**src/rtl/free_list_pkg.sv**
```systemverilog
// Shared definitions for the rename free list.
//   PHY_REGS / ARC_REGS / DEPTH : register file sizing; DEPTH is the number of tags that
//                                 can be free at once.
//   phy_reg_t / arc_reg_t       : physical / architectural register tags.
//   ptr_add                     : mod-DEPTH pointer add; DEPTH need not be a power of two.
package free_list_pkg;

   localparam int unsigned PHY_REGS = 64;
   localparam int unsigned ARC_REGS = 32;
   localparam int unsigned DEPTH    = PHY_REGS - ARC_REGS;

   localparam int unsigned PHY_W = $clog2(PHY_REGS);
   localparam int unsigned ARC_W = $clog2(ARC_REGS);
   localparam int unsigned PTR_W = $clog2(DEPTH);
   localparam int unsigned CNT_W = $clog2(DEPTH + 1);

   typedef logic [PHY_W-1:0] phy_reg_t;
   typedef logic [ARC_W-1:0] arc_reg_t;
   typedef logic [PTR_W-1:0] ptr_t;
   typedef logic [PTR_W:0]   ptr_ext_t;
   typedef logic [CNT_W-1:0] cnt_t;
   // One extra bit so count - take + free never wraps before it is checked.
   typedef logic [CNT_W:0]   cnt_ext_t;

   // Both operands are below DEPTH, so a single compare-and-subtract wraps the sum.
   function automatic ptr_t ptr_add(input ptr_t base, input ptr_t inc);
      ptr_ext_t sum;
      sum = {1'b0, base} + {1'b0, inc};
      if (sum >= ptr_ext_t'(DEPTH)) begin
         sum = sum - ptr_ext_t'(DEPTH);
      end
      return sum[PTR_W-1:0];
   endfunction

endpackage

```
**src/rtl/free_list_fl_pack.sv**
```systemverilog
// fl_pack: combinational lane compactor.
// Moves the tags of the valid lanes down to a dense list (lane order preserved) and counts them.
//   lane_valid  in  LANES          lane i carries a real entry
//   lane_tag    in  LANES x TAG_W  tag per lane
//   pack_valid  out LANES          thermometer: first pack_count entries valid
//   pack_tag    out LANES x TAG_W  dense tag list, unused slots zero
//   pack_count  out                number of valid lanes
module fl_pack #(
   parameter int unsigned LANES = 3,
   parameter int unsigned TAG_W = 6,
   localparam int unsigned CW   = $clog2(LANES + 1)
) (
   input  logic [LANES-1:0]            lane_valid,
   input  logic [LANES-1:0][TAG_W-1:0] lane_tag,
   output logic [LANES-1:0]            pack_valid,
   output logic [LANES-1:0][TAG_W-1:0] pack_tag,
   output logic [CW-1:0]               pack_count
);

   always_comb begin
      pack_valid = '0;
      pack_tag   = '0;
      pack_count = '0;
      for (int i = 0; i < int'(LANES); i++) begin
         if (lane_valid[i]) begin
            // pack_count never exceeds i here, so the slot index stays in range.
            pack_tag[pack_count]   = lane_tag[i];
            pack_valid[pack_count] = 1'b1;
            pack_count             = pack_count + CW'(1);
         end
      end
   end

endmodule

```
**src/rtl/free_list.sv**
```systemverilog
// free_list: physical-register free list for the rename stage.
// Circular buffer of free tags. Rename takes the oldest tags (head), retire returns displaced
// tags at the tail, and a committed head (chead) lets a flush restore the committed free set
// in one cycle.
//   clk, rst_n       clock, asynchronous active-low reset
//   ret_valid        retire lane commits this cycle
//   ret_phy_dst_old  tag displaced by the committing instruction (0 = none)
//   alloc_avail      bit i set when more than i tags are free
//   alloc_preg       lane i shows the (i+1)-th oldest free tag
//   alloc_take       rename consumes lanes, prefix-packed from lane 0
//   flush            mispredict/exception recovery
//   free_count       registered occupancy
module free_list
   import free_list_pkg::*;
#(
   parameter int unsigned RET_WIDTH   = 3,
   parameter int unsigned ALLOC_WIDTH = 3
) (
   input  logic                             clk,
   input  logic                             rst_n,
   input  logic     [RET_WIDTH-1:0]         ret_valid,
   input  phy_reg_t [RET_WIDTH-1:0]         ret_phy_dst_old,
   output logic     [ALLOC_WIDTH-1:0]       alloc_avail,
   output phy_reg_t [ALLOC_WIDTH-1:0]       alloc_preg,
   input  logic     [ALLOC_WIDTH-1:0]       alloc_take,
   input  logic                             flush,
   output logic     [CNT_W-1:0]             free_count
);

   localparam int unsigned NF_W = $clog2(RET_WIDTH + 1);
   localparam int unsigned NT_W = $clog2(ALLOC_WIDTH + 1);

   phy_reg_t slot_q [DEPTH];
   ptr_t     head_q, head_d;
   ptr_t     tail_q, tail_d;
   ptr_t     chead_q, chead_d;
   cnt_t     count_q, count_d;

   logic     [RET_WIDTH-1:0]         free_lane;
   logic     [RET_WIDTH-1:0]         pack_valid;
   phy_reg_t [RET_WIDTH-1:0]         pack_tag;
   logic     [NF_W-1:0]              nfree;
   logic     [ALLOC_WIDTH-1:0]       take_eff;
   logic     [NT_W-1:0]              ntake;
   ptr_t                             head_take;
   cnt_ext_t                         count_sum;

   // A zero tag means the instruction displaced nothing.
   always_comb begin
      free_lane = '0;
      for (int i = 0; i < int'(RET_WIDTH); i++) begin
         free_lane[i] = ret_valid[i] && (ret_phy_dst_old[i] != '0);
      end
   end

   fl_pack #(
      .LANES (RET_WIDTH),
      .TAG_W (PHY_W)
   ) u_fl_pack (
      .lane_valid (free_lane),
      .lane_tag   (ret_phy_dst_old),
      .pack_valid (pack_valid),
      .pack_tag   (pack_tag),
      .pack_count (nfree)
   );

   // Outputs depend on registered state only; frees show up the following cycle.
   always_comb begin
      alloc_avail = '0;
      alloc_preg  = '0;
      for (int i = 0; i < int'(ALLOC_WIDTH); i++) begin
         alloc_avail[i] = count_q > cnt_t'(i);
         alloc_preg[i]  = slot_q[ptr_add(head_q, ptr_t'(i))];
      end
   end

   assign free_count = count_q;

   always_comb begin
      take_eff = alloc_take & alloc_avail;
      ntake    = '0;
      for (int i = 0; i < int'(ALLOC_WIDTH); i++) begin
         if (take_eff[i]) begin
            ntake = ntake + NT_W'(1);
         end
      end
   end

   always_comb begin
      head_take = ptr_add(head_q, ptr_t'(ntake));
      tail_d    = ptr_add(tail_q, ptr_t'(nfree));
      chead_d   = ptr_add(chead_q, ptr_t'(nfree));
      count_sum = cnt_ext_t'(count_q) - cnt_ext_t'(ntake) + cnt_ext_t'(nfree);
      if (flush) begin
         // Rewind to the committed head, including this cycle's commits; takes are dropped.
         head_d  = chead_d;
         count_d = cnt_t'(DEPTH);
      end else begin
         head_d  = head_take;
         count_d = count_sum[CNT_W-1:0];
      end
   end

   always_ff @(posedge clk or negedge rst_n) begin
      if (!rst_n) begin
         for (int i = 0; i < int'(DEPTH); i++) begin
            slot_q[i] <= phy_reg_t'(ARC_REGS + i);
         end
         head_q  <= '0;
         tail_q  <= '0;
         chead_q <= '0;
         count_q <= cnt_t'(DEPTH);
      end else begin
         for (int j = 0; j < int'(RET_WIDTH); j++) begin
            if (pack_valid[j]) begin
               slot_q[ptr_add(tail_q, ptr_t'(j))] <= pack_tag[j];
            end
         end
         head_q  <= head_d;
         tail_q  <= tail_d;
         chead_q <= chead_d;
         count_q <= count_d;
      end
   end

`ifndef SYNTHESIS
   // Set once the allocation pointer has gone all the way round the buffer.
   logic wrapped_q;
   always_ff @(posedge clk or negedge rst_n) begin
      if (!rst_n) begin
         wrapped_q <= 1'b0;
      end else if (!flush && (ntake != '0) && (head_take < head_q)) begin
         wrapped_q <= 1'b1;
      end
   end

   a_take_prefix: assert property (@(posedge clk) disable iff (!rst_n)
      (alloc_take & (alloc_take + 1'b1)) == '0);

   a_take_avail: assert property (@(posedge clk) disable iff (!rst_n)
      !flush |-> ((alloc_take & ~alloc_avail) == '0));

   a_no_overflow: assert property (@(posedge clk) disable iff (!rst_n)
      !flush |-> (count_sum <= cnt_ext_t'(DEPTH)));

   for (genvar g = 0; g < int'(RET_WIDTH); g++) begin : g_free_chk
      a_arch_free: assert property (@(posedge clk) disable iff (!rst_n)
         (free_lane[g] && !wrapped_q) |-> (ret_phy_dst_old[g] >= phy_reg_t'(ARC_REGS)));
   end
`endif

endmodule

```
**config.mk**
```make
export PLATFORM = sky130hd
export DESIGN_NAME = free_list
export DESIGN_NICKNAME = d
export VERILOG_FILES = /design/src/rtl/free_list_pkg.sv /design/src/rtl/free_list_fl_pack.sv /design/src/rtl/free_list.sv
export SDC_FILE = /design/constraint.sdc
export NUM_CORES = 1
export LEC_CHECK = 0
export ABC_CLOCK_PERIOD_IN_PS = 3500
export CAP_MARGIN = 20
export CORE_AREA = 2 2 247 249
export CTS_CLUSTER_DIAMETER = 80
export DETAILED_ROUTE_END_ITERATION = 16
export DIE_AREA = 0 0 249 251
export DONT_BUFFER_PORTS = 1
export SLEW_MARGIN = 25
export SYNTH_ARGS = -nofsm -noshare
export SYNTH_HDL_FRONTEND = slang
export SYNTH_SLANG_ARGS = --single-unit
```
**constraint.sdc**
```tcl
create_clock -name clk -period 3.5 [get_ports clk]
set_input_delay 0.35 -clock clk [delete_from_list [all_inputs] [get_ports clk]]
set_output_delay 0.35 -clock clk [all_outputs]
set_load 0.02 [all_outputs]
```
# Word-level counts from Yosys, hierarchy flattened
# Cells that the tools add are included.
# op_classes
add_sub_neg,22
bitwise,9
reduce_logical,11
order_cmp,25
muxes,57
# op_table
cell,count
bitwise mux 192 bit,3
2-to-1 mux 192 bit,3
binary-select mux 6 bit (select 5 bit),3
demux 6 bit (select 5 bit),3
greater-or-equal comparator 6 bit (second input constant),13
2-to-1 mux 6 bit,13
2-to-1 mux 5 bit,13
subtractor 5 x 1 -> 5 bit (second input constant),9
bitwise mux 18 bit,2
2-to-1 mux 18 bit,2
inverter 5 -> 6 bit,6
demux 6 bit (select 2 bit),2
adder 5 x 2 -> 6 bit,3
less-than comparator 6 x 1 -> 1 bit (second input constant),3
nonzero test 6 bit,3
adder 5 x 1 -> 6 bit (second input constant),2
adder 5 x 2 -> 6 bit (second input constant),2
greater-or-equal comparator 5 x 6 -> 1 bit (second input constant),2
greater-than comparator 6 x 1 -> 1 bit (second input constant),2
logical AND 1 bit,8
2-to-1 mux 2 bit,4
adder 2 x 1 -> 2 bit (second input constant),3
adder 6 x 2 -> 6 bit,1
greater-than comparator 6 x 2 -> 1 bit (second input constant),1
other kinds (12),18
# totals
elab_cells,160
output_inout_bits,27
inputBits,27
regBits,213

# Depth between registers and ports, before layout
# logic_depth
depth_word,23
depth_mapped,21
mapped_depth_nobuf,21

# By module
# From an unflattened synthesis, not the netlist that was laid out.
# hier_totals
cells_unflattened,1773
area_unflattened_um2,19170.9
# modules_own_cells
module,area_per_inst_um2,cells_each,instances
free_list,18740.5,1711,1
fl_pack,430.4,62,1

# Least setup slack after synthesis
# OpenSTA, ideal clock, no wires.
# synth_path
path_kind,in2reg
startpoint,input ret_phy_dst_old[10] (netlist bit)
endpoint,"register count_q[5], in the netlist free_count[5]"
arrival_ns,3.738
required_ns,3.420
path_buffers,1
cell_stages,17
setup_slack_ns,-0.317
path_cell_list,or4_1 -> o31a_1 -> inv_1 -> ha_1 -> a211o_1 -> nand2_4 -> inv_4 -> buf_4 -> fa_1 -> inv_1 -> ha_1 -> a21o_1 -> a21oi_1 -> o21bai_1 -> a21oi_1 -> xnor2_1 -> nand2b_1
# synth_via
elab_chain_len,7
# synth_rtl
element,line_no,text
start: declaration,free_list.sv:22,"input phy_reg_t [RET_WIDTH-1:0] ret_phy_dst_old,"
nonzero test 6 bit (*),free_list.sv:52,free_lane[i] = ret_valid[i] && (ret_phy_dst_old[i] != '0);
logical AND 1 bit (*),free_list.sv:52,
2-to-1 mux 2 bit (*),free_list_fl_pack.sv:25,if (lane_valid[i]) begin
adder 2 x 1 -> 2 bit,free_list_fl_pack.sv:29,pack_count = pack_count + CW'(1);
2-to-1 mux 2 bit (*),free_list_fl_pack.sv:25,
adder 6 x 2 -> 6 bit (*),free_list.sv:93,count_sum = cnt_ext_t'(count_q) - cnt_ext_t'(ntake) + cnt_ext_t'(nfree);
2-to-1 mux 6 bit (*),free_list.sv:94,if (flush) begin
net count_d[5],free_list.sv:37,"cnt_t count_q, count_d;"
end signal: assignment,free_list.sv:112,count_q <= cnt_t'(DEPTH);
end signal: assignment,free_list.sv:122,count_q <= count_d;
end: declaration,free_list.sv:37,
# The timed path passes the listed nets; every way through them passes the cells marked *.

==> flow_summary.rst <==
.. list-table::
   :header-rows: 1

   * - Metric
     - Value
   * - Result of the run
     - complete, but fails checks
   * - Violations in the final reports
     - hold timing, setup timing
   * - CP Class
     - reg -> out
   * - Post-synth net total
     - 1779
   * - Standard-cell row count
     - 90
   * - Required time at the worst-slack endpoint
     - 3.15 ns
   * - Leakage power summed over all cells
     - 7.45 nW
   * - Total number of yosys warnings
     - 0
   * - Clock tree from TritonCTS
     - done
   * - Path type of the worst min-delay path
     - in -> async
   * - Worst setup margin
     - -0.00600 ns
   * - Critical path endpoint category
     - primary output
   * - Worst-Margin Slew
     - 1.14 ns
   * - Post-route fraction of the period consumed by the critical path
     - 100%
   * - Proportion of layout cells with a drive suffix above 1
     - 32.8%
   * - Detail Placement HPWL
     - roughly 55000 um
   * - Final Critical Period
     - approximately 3.5 ns
   * - H-tree lvl count
     - 1
   * - Synthesized cell area
     - roughly 0.018 mm^2
   * - Critical path startpoint category
     - flip-flop
   * - Via count of the first global-routing pass
     - 16300
   * - Core area
     - 0.0598 mm^2
   * - Unrepaired setup endpoints after global routing
     - yes
   * - Number of endpoints with negative hold slack in the final report
     - around 210
   * - Reg area
     - 0.00548 mm^2
   * - CP endpoint
     - alloc_preg[9]
   * - Total gr overflow
     - 0
   * - Total of endpoints with negative setup slack in the final report
     - 2
   * - Antenna diodes
     - 0
   * - Data arrival time of the critical path
     - 3.16 ns
   * - Wire length after detailed routing
     - 79600 um
   * - Sequential area share after synthesis
     - a little under a third
   * - Detailed-route wire length per cell
     - 31.4 um
   * - Largest buffer count on any clock path
     - 3
   * - DR iter-0 viols
     - approximately 2500
   * - DRT antenna net count
     - 0
   * - Maximum number of pins on one net before global-route repair
     - 214
   * - Leading register cell type out of synthesis
     - sky130_fd_sc_hd__dfstp_2
   * - Highest-count cells in the layout ignoring fill and taps
     - sky130_fd_sc_hd__nor2_1, sky130_fd_sc_hd__a21oi_1, sky130_fd_sc_hd__mux4_2, sky130_fd_sc_hd__nand2_1, sky130_fd_sc_hd__dfstp_2
   * - Number of maximum-capacitance violations
     - 0
   * - Cells after synthesis
     - about 1700
   * - Sink count of the clock tree
     - 213
   * - First drt pass iteration count
     - 9
   * - Hold-fix buffers at CTS
     - 9
   * - Die boundary height
     - 251 um
   * - Area of the die
     - 0.0625 mm^2
   * - Vias/cell
     - 6.68
   * - Worst r2r dst
     - free_count[5]
   * - Count of state elements after synthesis
     - 213
   * - Fmax
     - 0.285 GHz
   * - Starting Density
     - approximately 30%
   * - Skew final
     - 0.0353 ns
   * - Highest fanout seen on the critical path
     - 6
   * - Antenna violations before repair
     - 1
   * - Clk Latency, worst-skew pair
     - 0.59 ns
   * - Net total in the final layout
     - around 1800
   * - Chip width
     - around 250 um
   * - Reg clk slew, reported paths
     - 0.06 ns
   * - Reg-to-reg startpoint
     - free_count[5]
   * - Async SR Flop Fraction
     - 100%
   * - Power density normalized to cell area
     - 1230 mW/mm^2
   * - Number of buffers added by the clock tree synthesis step
     - 27
   * - Hold_ws
     - -0.511 ns
   * - Final max-slew violation count
     - 0
   * - Worst Setup SP
     - head_q[0]
   * - Maximum VDD drop
     - 0.607 mV
   * - EDFF count, synth
     - 0
   * - Multi-input gate area in the final layout
     - 0.0116 mm^2
   * - Port buffer count
     - 0
   * - Worst slew margin relative to its limit
     - 23.9%
   * - First-pass GRT wire length
     - 116000 um
   * - R2R cell count
     - 20
   * - Routability-driven placement congestion ratio
     - between 1 and 1.5
   * - Number of distinct library cells after synthesis
     - roughly 80
   * - Flop2flop setup slack
     - about 0.18 ns
   * - Clock root buffer
     - sky130_fd_sc_hd__clkbuf_16
   * - Total number of vias
     - 16900
   * - DRC violation count after routing
     - 0
   * - Final core utilization
     - 34.1%
   * - Total power
     - between 0.02 and 0.03 W
   * - Mean Syn Cell Area
     - 10.3 um^2
   * - Leading cell type in the layout, fill and taps excluded
     - sky130_fd_sc_hd__nor2_1
   * - Number of ports placed on the die boundary
     - 54
   * - Layout overhead on the synthesized area
     - 14.8%
   * - GR Util All Layers
     - 25.0%
   * - Filler cells
     - approximately 5900
-- state kept, by name, summed over array words and instances (netlist names) --
name and cells:
chead_q 5, head_q 5, free_count 6, slot_q 192, tail_q 5
-- cell usage after synthesis (all sizes together) (21+ instances only) --
cell	number	area [um^2]
a222oi	47	470
nor3	23	193
buf	96	539
mux4	180	4050
nand2	134	513
o21ai	25	148
a22o	57	508
clkbuf	66	248
dfrtp	100	2500
mux2	21	236
o22ai	46	307
a21oi	190	962
ha	23	288
nor2	238	906
a221oi	61	558
a211oi	43	328
nand3	26	130
o211ai	44	335
dfstp	113	2970
inv	28	108
-- through the flow --
stage / cells / TNS [ns] / area, um^2 / hold WS [ns] / setup slack [ns]
floorplan: 1724 / -0.0819 / 17800 / 0.0544 / -0.0819
global placement: 2463 / 0 / 19100 / 0.0814 / 0.0285
detailed placement: 2463 / 0 / 19100 / 0.0835 / 0.0487
CTS: 2532 / -0.211 / 20400 / -0.519 / -0.0499
global route: 2531 / -0.210 / 20400 / -0.530 / -0.0598
finish: 2531 / -0.00859 / 20400 / -0.511 / -0.00600
-- kinds of logic (layout without fill, tap and decap cells) --
kind of cell,after synthesis,in the layout,synth area share (%)
AO/OA/AOI/OAI,580,580,24.0
AND/OR/NAND/NOR,483,483,12.4
XOR/XNOR,22,22,1.08
multiplexers,208,208,24.5
buffers and inverters,190,215,5.03
adder cells (fa/ha/maj),28,28,2.18
flip-flops,213,213,30.8
-- layer usage --
metal	wire, um	global-route usage, %
met5	13	0
met4	3660	9.97
met3	12800	10.8
met2	32700	35.3
met1	30400	33.4
-- worst max-delay path: stages, from the launching register on --
cell                      delay (ns)
sky130_fd_sc_hd__dfrtp_4        0.52
sky130_fd_sc_hd__ha_4           0.31
sky130_fd_sc_hd__buf_12         0.15
sky130_fd_sc_hd__buf_16         0.14
sky130_fd_sc_hd__mux4_2         0.54
sky130_fd_sc_hd__mux4_2         0.55
sky130_fd_sc_hd__mux2_4         0.38
-- how the worst min path moves through the flow --
stage / startpoint / end / slack, ns / cells after the start
after floorplan: rst_n / chead_q[0] / 0.05 / 0
after global placement: rst_n / slot_q[165] / 0.08 / 0
after detailed placement: rst_n / slot_q[165] / 0.08 / 0
after CTS: rst_n / slot_q[187] / -0.52 / 0
after global routing: rst_n / slot_q[112] / -0.53 / 0
final: rst_n / slot_q[165] / -0.51 / 0
-- report_power, final --
group	internal [W]	switching, W	total [W]
logic	0.00767	0.00882	0.0165
registers	0.00414	0.00152	0.00567
clock network	0.00163	0.00125	0.00288
-- repair_timing --
item | 4_1_cts | 5_1_grt
buffers inserted | 7 | 0
gates cloned | 4 | 1
endpoints found under the setup margin | 18 | 19
endpoints found under the hold margin | 317 | 213
resized for setup | 15 | 25
pin swaps | 1 | 4
-- cell type report --
class | instances | share of cell area [%]
clock buffer | 37 | 3.79
clock inverter | 13 | 0.564
inverter | 28 | 0.552
multi-input combinational | 1321 | 56.7
sequential | 213 | 26.8
tap | 782 | 4.79
timing repair buffer | 137 | 6.79
(Power assumes the default switching activity.)
